==> src/rtl/gauss_feed_pkg.sv <==
// Shared FSM type and default sizing for the Gaussian sampler random-word feeder.
package gauss_feed_pkg;

  localparam int RND_W          = 64;
  localparam int FIFO_DEPTH_DEF = 4;
  localparam int CNT_W_DEF      = 11;

  typedef enum logic [2:0] {
    IDLE     = 3'd0,
    ISSUE_R1 = 3'd1,
    ISSUE_R2 = 3'd2,
    WAIT_VAL = 3'd3,
    DONE     = 3'd4
  } feed_state_e;

endpackage

==> src/rtl/gauss_word_fifo.sv <==
// Small synchronous word FIFO with full/empty flags; depth must be a power of two.
module gauss_word_fifo
  import gauss_feed_pkg::*;
#(
  parameter int DEPTH  = FIFO_DEPTH_DEF,
  parameter int DATA_W = RND_W
) (
  input  logic              clk,
  input  logic              rst_n,
  input  logic              push,
  input  logic [DATA_W-1:0] wr_data,
  input  logic              pop,
  output logic [DATA_W-1:0] rd_data,
  output logic              full,
  output logic              empty
);

  localparam int PTR_W = (DEPTH > 1) ? $clog2(DEPTH) : 1;

  logic [DATA_W-1:0] mem [DEPTH];
  logic [PTR_W-1:0]  wr_ptr;
  logic [PTR_W-1:0]  rd_ptr;
  logic [PTR_W:0]    count;
  logic              do_push;
  logic              do_pop;

  assign full    = (count == (PTR_W+1)'(DEPTH));
  assign empty   = (count == '0);
  assign do_push = push && !full;
  assign do_pop  = pop && !empty;

  // Head word comes straight from the storage flops, so a word written this
  // cycle only becomes visible at the head from the next cycle on.
  assign rd_data = mem[rd_ptr];

  always_ff @(posedge clk) begin
    if (do_push) mem[wr_ptr] <= wr_data;
  end

  always_ff @(posedge clk or negedge rst_n) begin
    if (!rst_n) begin
      wr_ptr <= '0;
      rd_ptr <= '0;
      count  <= '0;
    end else begin
      if (do_push) wr_ptr <= wr_ptr + 1'b1;
      if (do_pop)  rd_ptr <= rd_ptr + 1'b1;
      case ({do_push, do_pop})
        2'b10:   count <= count + 1'b1;
        2'b01:   count <= count - 1'b1;
        default: count <= count;
      endcase
    end
  end

endmodule

==> src/rtl/gauss_rnd_feeder.sv <==
// Feeds buffered PRNG words to MKGAUSS as r1/r2 pairs, one pair per sample.
// Define GAUSS_FEED_STATS_EN to add the stall_cycles statistics output.
module gauss_rnd_feeder
  import gauss_feed_pkg::*;
#(
  parameter int FIFO_DEPTH = FIFO_DEPTH_DEF,
  parameter int CNT_W      = CNT_W_DEF
) (
  input  logic             clk,
  input  logic             rst_n,
  input  logic             start,
  input  logic [CNT_W-1:0] n_samples,
  input  logic             rnd_valid,
  input  logic [RND_W-1:0] rnd,
  output logic             rnd_ready,
  output logic             r1_valid,
  output logic [RND_W-1:0] r1,
  output logic             r2_valid,
  output logic [RND_W-1:0] r2,
  input  logic             val_valid,
  output logic             busy,
  output logic             done,
  output logic [CNT_W-1:0] sample_cnt,
  output logic             err
`ifdef GAUSS_FEED_STATS_EN
  ,
  output logic [15:0]      stall_cycles
`endif
);

  feed_state_e      state;
  logic [CNT_W-1:0] n_lat;
  logic [CNT_W-1:0] cnt_next;
  logic [RND_W-1:0] head;
  logic             fifo_full;
  logic             fifo_empty;
  logic             issuing;
  logic             pop;

  assign issuing   = (state == ISSUE_R1) || (state == ISSUE_R2);
  assign pop       = issuing && !fifo_empty;
  assign rnd_ready = !fifo_full;
  assign cnt_next  = sample_cnt + 1'b1;

  gauss_word_fifo #(
    .DEPTH  (FIFO_DEPTH),
    .DATA_W (RND_W)
  ) u_fifo (
    .clk     (clk),
    .rst_n   (rst_n),
    .push    (rnd_valid),
    .wr_data (rnd),
    .pop     (pop),
    .rd_data (head),
    .full    (fifo_full),
    .empty   (fifo_empty)
  );

  always_ff @(posedge clk or negedge rst_n) begin
    if (!rst_n) begin
      state      <= IDLE;
      n_lat      <= '0;
      sample_cnt <= '0;
      r1         <= '0;
      r2         <= '0;
      r1_valid   <= 1'b0;
      r2_valid   <= 1'b0;
      busy       <= 1'b0;
      done       <= 1'b0;
      err        <= 1'b0;
    end else begin
      r1_valid <= 1'b0;
      r2_valid <= 1'b0;
      done     <= 1'b0;
      if (val_valid && (state != WAIT_VAL)) err <= 1'b1;

      case (state)
        IDLE: begin
          if (start) begin
            n_lat      <= n_samples;
            sample_cnt <= '0;
            err        <= val_valid;
            if (n_samples == '0) begin
              state <= DONE;
            end else begin
              state <= ISSUE_R1;
              busy  <= 1'b1;
            end
          end
        end
        ISSUE_R1: begin
          if (!fifo_empty) begin
            r1       <= head;
            r1_valid <= 1'b1;
            state    <= ISSUE_R2;
          end
        end
        ISSUE_R2: begin
          if (!fifo_empty) begin
            r2       <= head;
            r2_valid <= 1'b1;
            state    <= WAIT_VAL;
          end
        end
        WAIT_VAL: begin
          if (val_valid) begin
            sample_cnt <= cnt_next;
            if (cnt_next == n_lat) begin
              state <= DONE;
              busy  <= 1'b0;
              done  <= 1'b1;
            end else begin
              state <= ISSUE_R1;
            end
          end
        end
        // A normal run enters with done already high; a zero-length run
        // enters with it low and raises it on the way out.
        DONE: begin
          done  <= !done;
          state <= IDLE;
        end
        default: state <= IDLE;
      endcase
    end
  end

`ifdef GAUSS_FEED_STATS_EN
  function automatic logic [15:0] sat_inc16(input logic [15:0] v);
    return (v == 16'hFFFF) ? v : v + 16'd1;
  endfunction

  always_ff @(posedge clk or negedge rst_n) begin
    if (!rst_n) begin
      stall_cycles <= '0;
    end else if ((state == IDLE) && start) begin
      stall_cycles <= '0;
    end else if (issuing && fifo_empty) begin
      stall_cycles <= sat_inc16(stall_cycles);
    end
  end
`endif

endmodule

==> config.mk <==
export PLATFORM = sky130hd
export DESIGN_NAME = gauss_rnd_feeder
export DESIGN_NICKNAME = d
export VERILOG_FILES = /design/src/rtl/gauss_feed_pkg.sv /design/src/rtl/gauss_word_fifo.sv /design/src/rtl/gauss_rnd_feeder.sv
export SDC_FILE = /design/constraint.sdc
export NUM_CORES = 1
export LEC_CHECK = 0
export ABC_AREA = 1
export CAP_MARGIN = 20
export CORE_MARGIN = 8
export CORE_UTILIZATION = 55
export DETAILED_ROUTE_END_ITERATION = 8
export PLACE_DENSITY = 0.92
export SLEW_MARGIN = 10
export SYNTH_ARGS = -nofsm -noshare
export SYNTH_HDL_FRONTEND = slang
export SYNTH_SLANG_ARGS = --single-unit
==> constraint.sdc <==
create_clock -name clk -period 5.1 [get_ports clk]
set_clock_uncertainty 0.15 [all_clocks]
set_input_delay 0.765 -clock clk [delete_from_list [all_inputs] [get_ports clk]]
set_output_delay 0.765 -clock clk [all_outputs]
set_load 0.1 [all_outputs]
=== Word level (Yosys, flattened, before mapping) ===
Memories as Yosys holds them, arrays and structs flattened.
Cells that the tools add are included.

* Flip-flop bits (word level): 165
* Memories kept: 1
* RAM bits: 256
* Output and inout bits: 145

* Reduce and logical (&&, ||, !) cells: 19
* Add/sub/neg operators: 5
* Mux-type cells: 27
* Bitwise gates (word level): 1
* Equality and inequality tests: 15

{| class="wikitable"
|+ Memories
! name !! words !! bits a word !! read ports !! clocked after memory_dff !! write ports !! line !! RTL
|-
| u_fifo.mem || 4 || 64 || 1 || 0 || 1 || gauss_word_fifo.sv:20 || <nowiki>logic [DATA_W-1:0] mem [DEPTH];</nowiki>
|}

{| class="wikitable"
|+ Operators by type and width
! cell !! number
|-
| $mux 11 || 2
|-
| $pmux 11 s2 || 1
|-
| $mux 3 || 6
|-
| $mux 1 || 14
|-
| $ne 2x2->1 const B || 6
|-
| $pmux 3 s4 || 1
|-
| $add 11x1->11 const B || 1
|-
| $eq 11x11->1 || 1
|-
| $logic_not 11->1 || 1
|-
| $eq 3x2->1 const B || 2
|-
| $eq 3x3->1 const B || 2
|-
| $logic_not 3->1 || 2
|-
| $pmux 3 s2 || 1
|-
| $reduce_and 2->1 || 3
|-
| $reduce_and 5->1 || 1
|-
| $add 2x1->2 const B || 2
|-
| $logic_and 1x1->1 || 4
|-
| $pmux 1 s2 || 2
|-
| $reduce_and 4->1 || 1
|-
| $reduce_bool 2->1 || 2
|-
| $add 3x1->3 const B || 1
|-
| $eq 3x1->1 const B || 1
|-
| $logic_not 1->1 || 3
|-
| $ne 3x2->1 const B || 1
|-
| other kinds (6) || 6
|}

=== Depth between registers and ports, before layout ===
Gate-level depths: netlist of run 1.

* Word-level depth: 6
* Mapped depth: 15

=== Modules after synthesis ===
A second synthesis of run 1 with hierarchy kept.

* Cell total of the unflattened synthesis: 1,530
* Area, all modules: 16,993.8 um^2

{| class="wikitable"
|+ Modules (own cells, without submodules)
! module !! sequential area each (um^2) !! area each (um^2) !! cells each !! instances
|-
| gauss_word_fifo || 7,862.5 || 10,605.2 || 808 || 1
|-
| gauss_rnd_feeder || 3,953.8 || 6,388.6 || 722 || 1
|}

=== Least setup slack after synthesis of run 1 ===
OpenSTA, ideal clock, no wires.

* Path type: register to register
* Start: register u_fifo.count[0]
* End: memory u_fifo.mem[0][0] in the netlist's numbering, enable pin
* Arrival: 4.374 ns
* Path buffers: 0
* Path slack: 0.090 ns
* Cell stages (with the launch flop): 5
* Required time: 4.464 ns
* Cells stage by stage: dfrtp_1 > inv_1 > nand3_1 > nand2_1 > nor2_1

* Word-level cells in the longest chain between the ends: 5

{| class="wikitable"
|+ RTL lines
! element !! line !! RTL
|-
| from (decl) || gauss_word_fifo.sv:23 || <nowiki>logic [PTR_W:0] count;</nowiki>
|-
| from (signal assigned) || gauss_word_fifo.sv:49 || <nowiki>2'b10: count <= count + 1'b1;</nowiki>
|-
| from (signal assigned) || gauss_word_fifo.sv:50 || <nowiki>2'b01: count <= count - 1'b1;</nowiki>
|-
| from (signal assigned) || gauss_word_fifo.sv:51 || <nowiki>default: count <= count;</nowiki>
|-
| $eq 3x3->1 || gauss_word_fifo.sv:27 || <nowiki>assign full = (count == (PTR_W+1)'(DEPTH));</nowiki>
|-
| $logic_not 1->1 || - ||
|-
| named net rnd_ready || gauss_rnd_feeder.sv:15 || <nowiki>output logic rnd_ready,</nowiki>
|-
| $logic_and 1x1->1 || gauss_word_fifo.sv:29 || <nowiki>assign do_push = push && !full;</nowiki>
|-
| $mux 1 || gauss_word_fifo.sv:37 || <nowiki>if (do_push) mem[wr_ptr] <= wr_data;</nowiki>
|-
| $mux 1 (implied by the code) || gauss_word_fifo.sv:37 ||
|-
| to (decl) || gauss_word_fifo.sv:20 ||
|}

The timed path passes the listed nets, and every way through them passes these cells.

=== Worst setup path in the final report of run 1 ===
* Start: register u_fifo.count[0]
* End: output rnd_ready

* Word-level cells in the longest chain between the ends: 2

{| class="wikitable"
|+ RTL lines
! element !! line !! RTL
|-
| $eq 3x3->1 || gauss_word_fifo.sv:27 ||
|-
| $logic_not 1->1 || gauss_rnd_feeder.sv:42 || <nowiki>assign rnd_ready = !fifo_full;</nowiki>
|-
| to (decl) || gauss_rnd_feeder.sv:15 ||
|}

No other way between the ends.

==> results of run 1 <==
worst max-delay path: stages (launching register included):
cell and delay, ns:
dfrtp_1 0.39, inv_1 0.10, nand3_1 0.11, clkdlybuf4s50_1 1.15
layout make-up:
class / instances / area share
sequential: 421 / 0.580
multi-input combinational: 641 / 0.200
timing repair buffer: 235 / 0.116
clock buffer: 61 / 0.0627
tap: 390 / 0.0240
inverter: 44 / 0.00823
clock inverter: 19 / 0.00749
antenna: 4 / 0.000491
layout by cell type, fill, tap and decap left out, types with 2 or more instances in the layout:
cell / instances
a21oi_1: 4
buf_12: 2
buf_4: 8
bufinv_16: 2
clkbuf_1: 7
clkbuf_16: 45
clkbuf_8: 9
clkdlybuf4s50_1: 223
clkinv_1: 6
clkinv_2: 9
dfrtp_1: 163
diode_2: 4
edfxtp_1: 256
ha_1: 6
inv_1: 38
inv_2: 5
mux2_1: 11
mux2_2: 117
nand2_1: 72
nand2_2: 4
nand2_4: 2
nand3_1: 30
nand3_2: 3
nor2_1: 137
nor2_2: 4
nor2_4: 9
nor3_1: 2
nor3_2: 2
nor4_1: 2
o21ai_0: 144
o21ai_1: 3
o22ai_1: 69
xnor2_1: 3
xor2_1: 7
per-stage QoR:
step | area [sq um] | cells | hold WS [ns] | worst slack (ns)
after CTS | 20300 | 1810 | 0.123 | 1.87
after global routing | 20400 | 1814 | 0.144 | 1.83
after global placement | 18900 | 1729 | 0.313 | 2.06
after detailed placement | 18900 | 1730 | 0.324 | 2.04
final | 20400 | 1815 | 0.0838 | 1.91
after floorplan | 16300 | 1164 | 0.305 | 0.0898
sequential cells by signal, summed over array words and instances (netlist names):
| signal | count |
|---|---|
| r1_valid | 1 |
| busy | 1 |
| sample_cnt | 11 |
| err | 1 |
| u_fifo.rd_ptr | 2 |
| r2_valid | 1 |
| u_fifo.mem | 256 |
| done | 1 |
| n_lat | 11 |
| u_fifo.wr_ptr | 2 |
| r1 | 64 |
| u_fifo.count | 3 |
| state | 3 |
| r2 | 64 |
layer usage:
metal / wire length [um] / global-route usage / up-vias
met5: 35 / 0 / -
met4: 999 / 0.0725 / 6
met3: 2900 / 0.0560 / 90
met2: 18500 / 0.347 / 374
met1: 14700 / 0.256 / 5046
li1: - / - / 4657
cell families (layout without fill, tap and decap cells):
family          count (synthesis)  count (layout)  share of synthesized area
compound gates                222             222                     0.0738
xor+xnor                       11              11                    0.00682
fa+ha+maj                       7               7                    0.00582
buf+inv                       102             359                     0.0292
flops                         421             421                      0.724
mux                           128             128                     0.0883
other cells                     0               4                          0
simple gates                  273             273                     0.0726
final timing paths:
kind / start / endpoint / slack [ns] / cells after the start
max: u_fifo.count[0] / rnd_ready / 1.91 / 3
min: rst_n / r2[29] / 0.08 / 1
max reg2reg: u_fifo.rd_ptr[0] / r1[13] / 2.48 / 4
min reg2reg: r2[7] / r2[7] / 0.34 / 1
max in group asynchronous: rst_n / r1[54] / 3.78 / 2
min in group clk: r2[7] / r2[7] / 0.34 / 1
==> flow_summary.toml, run 1 <==
[cts]
cts.sink_count = 421
hold_buffers = 0
cts-root-buf = "clkbuf_16"
numCtsBuffers = 43
cts_repair_resize_count = 0
cts_tree = "yes"
htree_num_levels = 2
cts_post_setup_buffers_inserted = 0
clk_latency_ns = 0.54
worst_setup_hold_path_clk_slew_ns = 0.06
clockBufferDepth = 3

[synth]
synth_top_flop_cell = "edfxtp_1"
yosys.area.top_type_share = 0.471
ys_warn_count = 0
synth_enable_flop_cells = 256
ys_top_cells_by_count = "256 x edfxtp_1, 165 x dfrtp_1, 144 x o21ai_0"
ys_seq_elements = 421
post_synth_instance_area_sq_um = 16300
syn-instance-count = 1164
synth.net_count = 1251
synth_largest_area_cell = "edfxtp_1"
post-synth-top-count-cell = "edfxtp_1"
post_synth_main_area_contributors = "edfxtp_1 47%, dfrtp_1 25%, mux2_2 8.1%, o21ai_0 4.4%, nor2_1 3.3%"
syn_area_per_cell_sq_um = 14.0
yosysUniqueCellTypes = 38
synth.yosys.seq_area_share = 0.724
synth_async_sr_flop_share = 0.392

[sta]
final_hold_vios = 0
drv_slew = 0
slew_headroom = 0.304
totalNegativeSetupSlack_ns = 0
period_share = 0.626
fmax_mhz = 313
tightest_slew_ns = 1.04
rsz0062_at_grt = "false"
setup_viol = 0
final.min_clock_period_ns = 3.19

[outcome]
outcome = "complete, no violations"

[floorplanning]
width_of_the_chip_um = 188
core_area_sq_um = 29400
initial_utilization = 0.555
std_cell_rows = 63
ios = 225
fp.dieH_um = 188
design.die.area_sq_um = 35500

[routing]
detailroute.via_count = 10173
detail-route-antenna-nets = 0
post_drt_via_cell_ratio = 5.60
routedWlPerCell_um = 20.4
detail_route.first_pass.iterations = 6
drt_wl_total_um = 37100
drc_errors = 0
detailedRoute.firstIterationViolations = 898

[cells_and_area]
num-nets-final = 1473
fillCellCount = 1862
sequential_cell_area_sq_um = 11800
finish.utilization = 0.693
multi_input_comb_area_sq_um = 4080
drive_above_1_share = 0.162
area_growth_syn_to_layout_pct = 24.7

[worst_hold_path]
hold_class = "input port to async pin"

[setup_path]
timing.critical_path.to_type = "output port"
timing.critical_path.arrival_ns = 2.28
worst_setup_path_start_kind = "flip-flop"
crit_fanout = 3
critical_path_class = "flip-flop to output port"
required_time_at_the_worst_slack_endpoint_ns = 4.18

[place]
port-buffer-count = 224
place.detailed.hpwl_um = 22700
gp_routability_congestion = 0.857

[global_routing]
number_of_antenna_violations_at_the_first_check_in_global_routing = 6
grt_start_max_net_pins = 130
global_route.usage.total = 0.207
first_pass_grt_wire_length_um = 58700
first_global_vias = 10504
grt-ovfl-total = 0

[run]
max_cap_viols = 0
Power of run 1 is not shown: default switching activity piles up to over one toggle a cycle in this logic, so the estimate is an artifact.
==> inputs of run 2 (changes only) <==
CORE_UTILIZATION = 49   (was 55)
PLACE_DENSITY = 0.87   (was 0.92)
clock period = 2.8 ns   (was 5.1 ns; I/O delays follow)
==> run 2 against run 1 <==
Compared with the run above:
- register-to-register slack worse by 2.0 ns
- global-route usage is 2.0 points lower
- non-clock buffer count is 15 higher
- hold slack better by 0.20 ns
- routed wire length hardly changed
- cell area is 0.57% higher
- cell count is 4.0% higher
- sequential cell count stayed put
- worst setup slack worse by 1.5 ns
- count of clock-buffer cells in the layout is 10 lower
- via count is 0.69% higher
- critical path type is now flip-flop to flip-flop
- largest cell class unchanged
- first-iteration DRC count is 36% lower
==> flow_summary.toml, run 2 (synthesis results as in run 1) <==
[outcome]
outcome = "complete, no violations"

[sta]
final_hold_vios = 0
setup_viol = 0
totalNegativeSetupSlack_ns = 0
slew_headroom = 0.505
rsz0062_at_grt = "false"
drv_slew = 0
fmax_mhz = 426
final.min_clock_period_ns = 2.35
tightest_slew_ns = 0.742
period_share = 0.838

[cells_and_area]
num-nets-final = 1489
most_frequent_cells_in_the_layout = "256 x edfxtp_1, 163 x dfrtp_1, 158 x buf_4, 144 x o21ai_0, 137 x nor2_1"
largest_register_ff_count = 256
drive_above_1_share = 0.280
area_growth_syn_to_layout_pct = 25.4
reg_top3 = "u_fifo.mem (256), r1 (64), r2 (64)"
largest_register = "u_fifo.mem"
commonest_non_fill_non_tap_cell_in_the_layout = "edfxtp_1"

[global_routing]
grt-ovfl-total = 0
peak_usage_layer_in_the_global_routing_report = "met2"
global_route.usage.total = 0.187
number_of_antenna_violations_at_the_first_check_in_global_routing = 3
grt_util_met2 = 0.328
grt_start_max_net_pins = 130
gr-usage-met3 = 0.0484
first_global_vias = 10759
first_pass_grt_wire_length_um = 58100
grt.met1_usage = 0.220

[floorplanning]
ios = 225
std_cell_rows = 67
width_of_the_chip_um = 199
core_area_sq_um = 33200
design.die.area_sq_um = 39400
initial_utilization = 0.492
fp.dieH_um = 199

[worst_hold_path]
hold_class = "input port to async pin"

[setup_path]
launching_point_of_the_worst_reg2reg_path = "state[2]"
critPathLaunch = "state[2]"
worst_setup_path_start_kind = "flip-flop"
timing.critical_path.to_type = "flip-flop"
endpoint = "u_fifo.count[2]"
critPathSlowestCell = "dfrtp_1"
crit_top_cell = "inv_1"
reg2reg_setup_slack_ns = 0.45
critical_path.max_stage_delay_ns = 0.45
timing.critical_path.arrival_ns = 2.62
crit_fanout = 5
rr_endpoint = "u_fifo.count[2]"
path_cells = "nor3_2 > inv_2 > nor2_4 > nor2_1 > inv_1 > ha_1 > inv_1 > fa_1 > a21oi_1 > o21ai_0 > xnor2_1"
required_time_at_the_worst_slack_endpoint_ns = 3.08
r2r.worst_path.cells = 11
critical_path_class = "flip-flop to flip-flop"

[routing]
detailroute.via_count = 10243
drc_errors = 0
detail-route-antenna-nets = 0
routedWlPerCell_um = 19.6
drt_wl_total_um = 37100
detail_route.first_pass.iterations = 4
detailedRoute.firstIterationViolations = 574
post_drt_via_cell_ratio = 5.43

[place]
place.detailed.hpwl_um = 22900
port-buffer-count = 224
gp_routability_congestion = 0.803

[cts]
htree_num_levels = 2
cts.sink_count = 421
clockBufferDepth = 3
cts_repair_resize_count = 0
worst_setup_hold_path_clk_slew_ns = 0.06
cts-root-buf = "clkbuf_16"
clk_latency_ns = 0.54
cts_tree = "yes"
numCtsBuffers = 44

[run]
max_cap_viols = 0
## run 2: worst min path at each step
| stage | start | end | slack, ns |
|---|---|---|---|
| floorplan | rst_n | busy | -0.03 |
| global placement | rst_n | r1[27] | 0.29 |
| detailed placement | rst_n | r2[27] | 0.30 |
| CTS | n_samples[0] | n_lat[0] | 0.27 |
| global route | n_samples[0] | n_lat[0] | 0.30 |
| finish | rst_n | r2[27] | 0.28 |
## run 2: area by class of cell
class	count	area, sq um
fillers	2366	12700
flip-flops and latches	421	11800
multi-input cells	641	4090
repair buffers	250	2230
clock buffers	51	1180
well taps	448	561
clock inverters	31	437
inverters	44	168
diodes	1	2.50
## run 2: what timing repair did
| item | in CTS | in global routing |
|---|---|---|
| endpoints found under the hold margin | 57 | 0 |
| hold buffers | 1 | 0 |
| setup endpoints to repair | 0 | 0 |
| buffers inserted | 0 | 0 |
## run 2: per-layer routing
metal,part of all wire,vias to the layer above
met5,0.00049,-
met4,0.026,4
met3,0.076,73
met2,0.50,351
met1,0.39,5129
li1,-,4686
## run 2: critical path: cells and delay by family (launching register included)
family	cells	cell delay, ns
adders and majority gates	2	0.54
and+or+nand+nor	3	0.46
DFF	1	0.45
AOI/OAI and AO/OA	2	0.27
buffers and inverters	3	0.23
xor gates and xnor gates	1	0.14
## run 2: per-stage QoR
step	instances	setup WS (ns)	hold slack, ns	instance area [sq um]	util
after CTS	1886	0.426	0.274	20500	0.617
after global routing	1887	0.281	0.297	20500	0.617
after global placement	1803	0.279	0.293	18900	0.568
after detailed placement	1803	0.274	0.298	18900	0.568
after floorplan	1164	0.0146	-0.0256	16400	-
final	1887	0.453	0.280	20500	0.617
Power of run 2 is left out for the same reason.
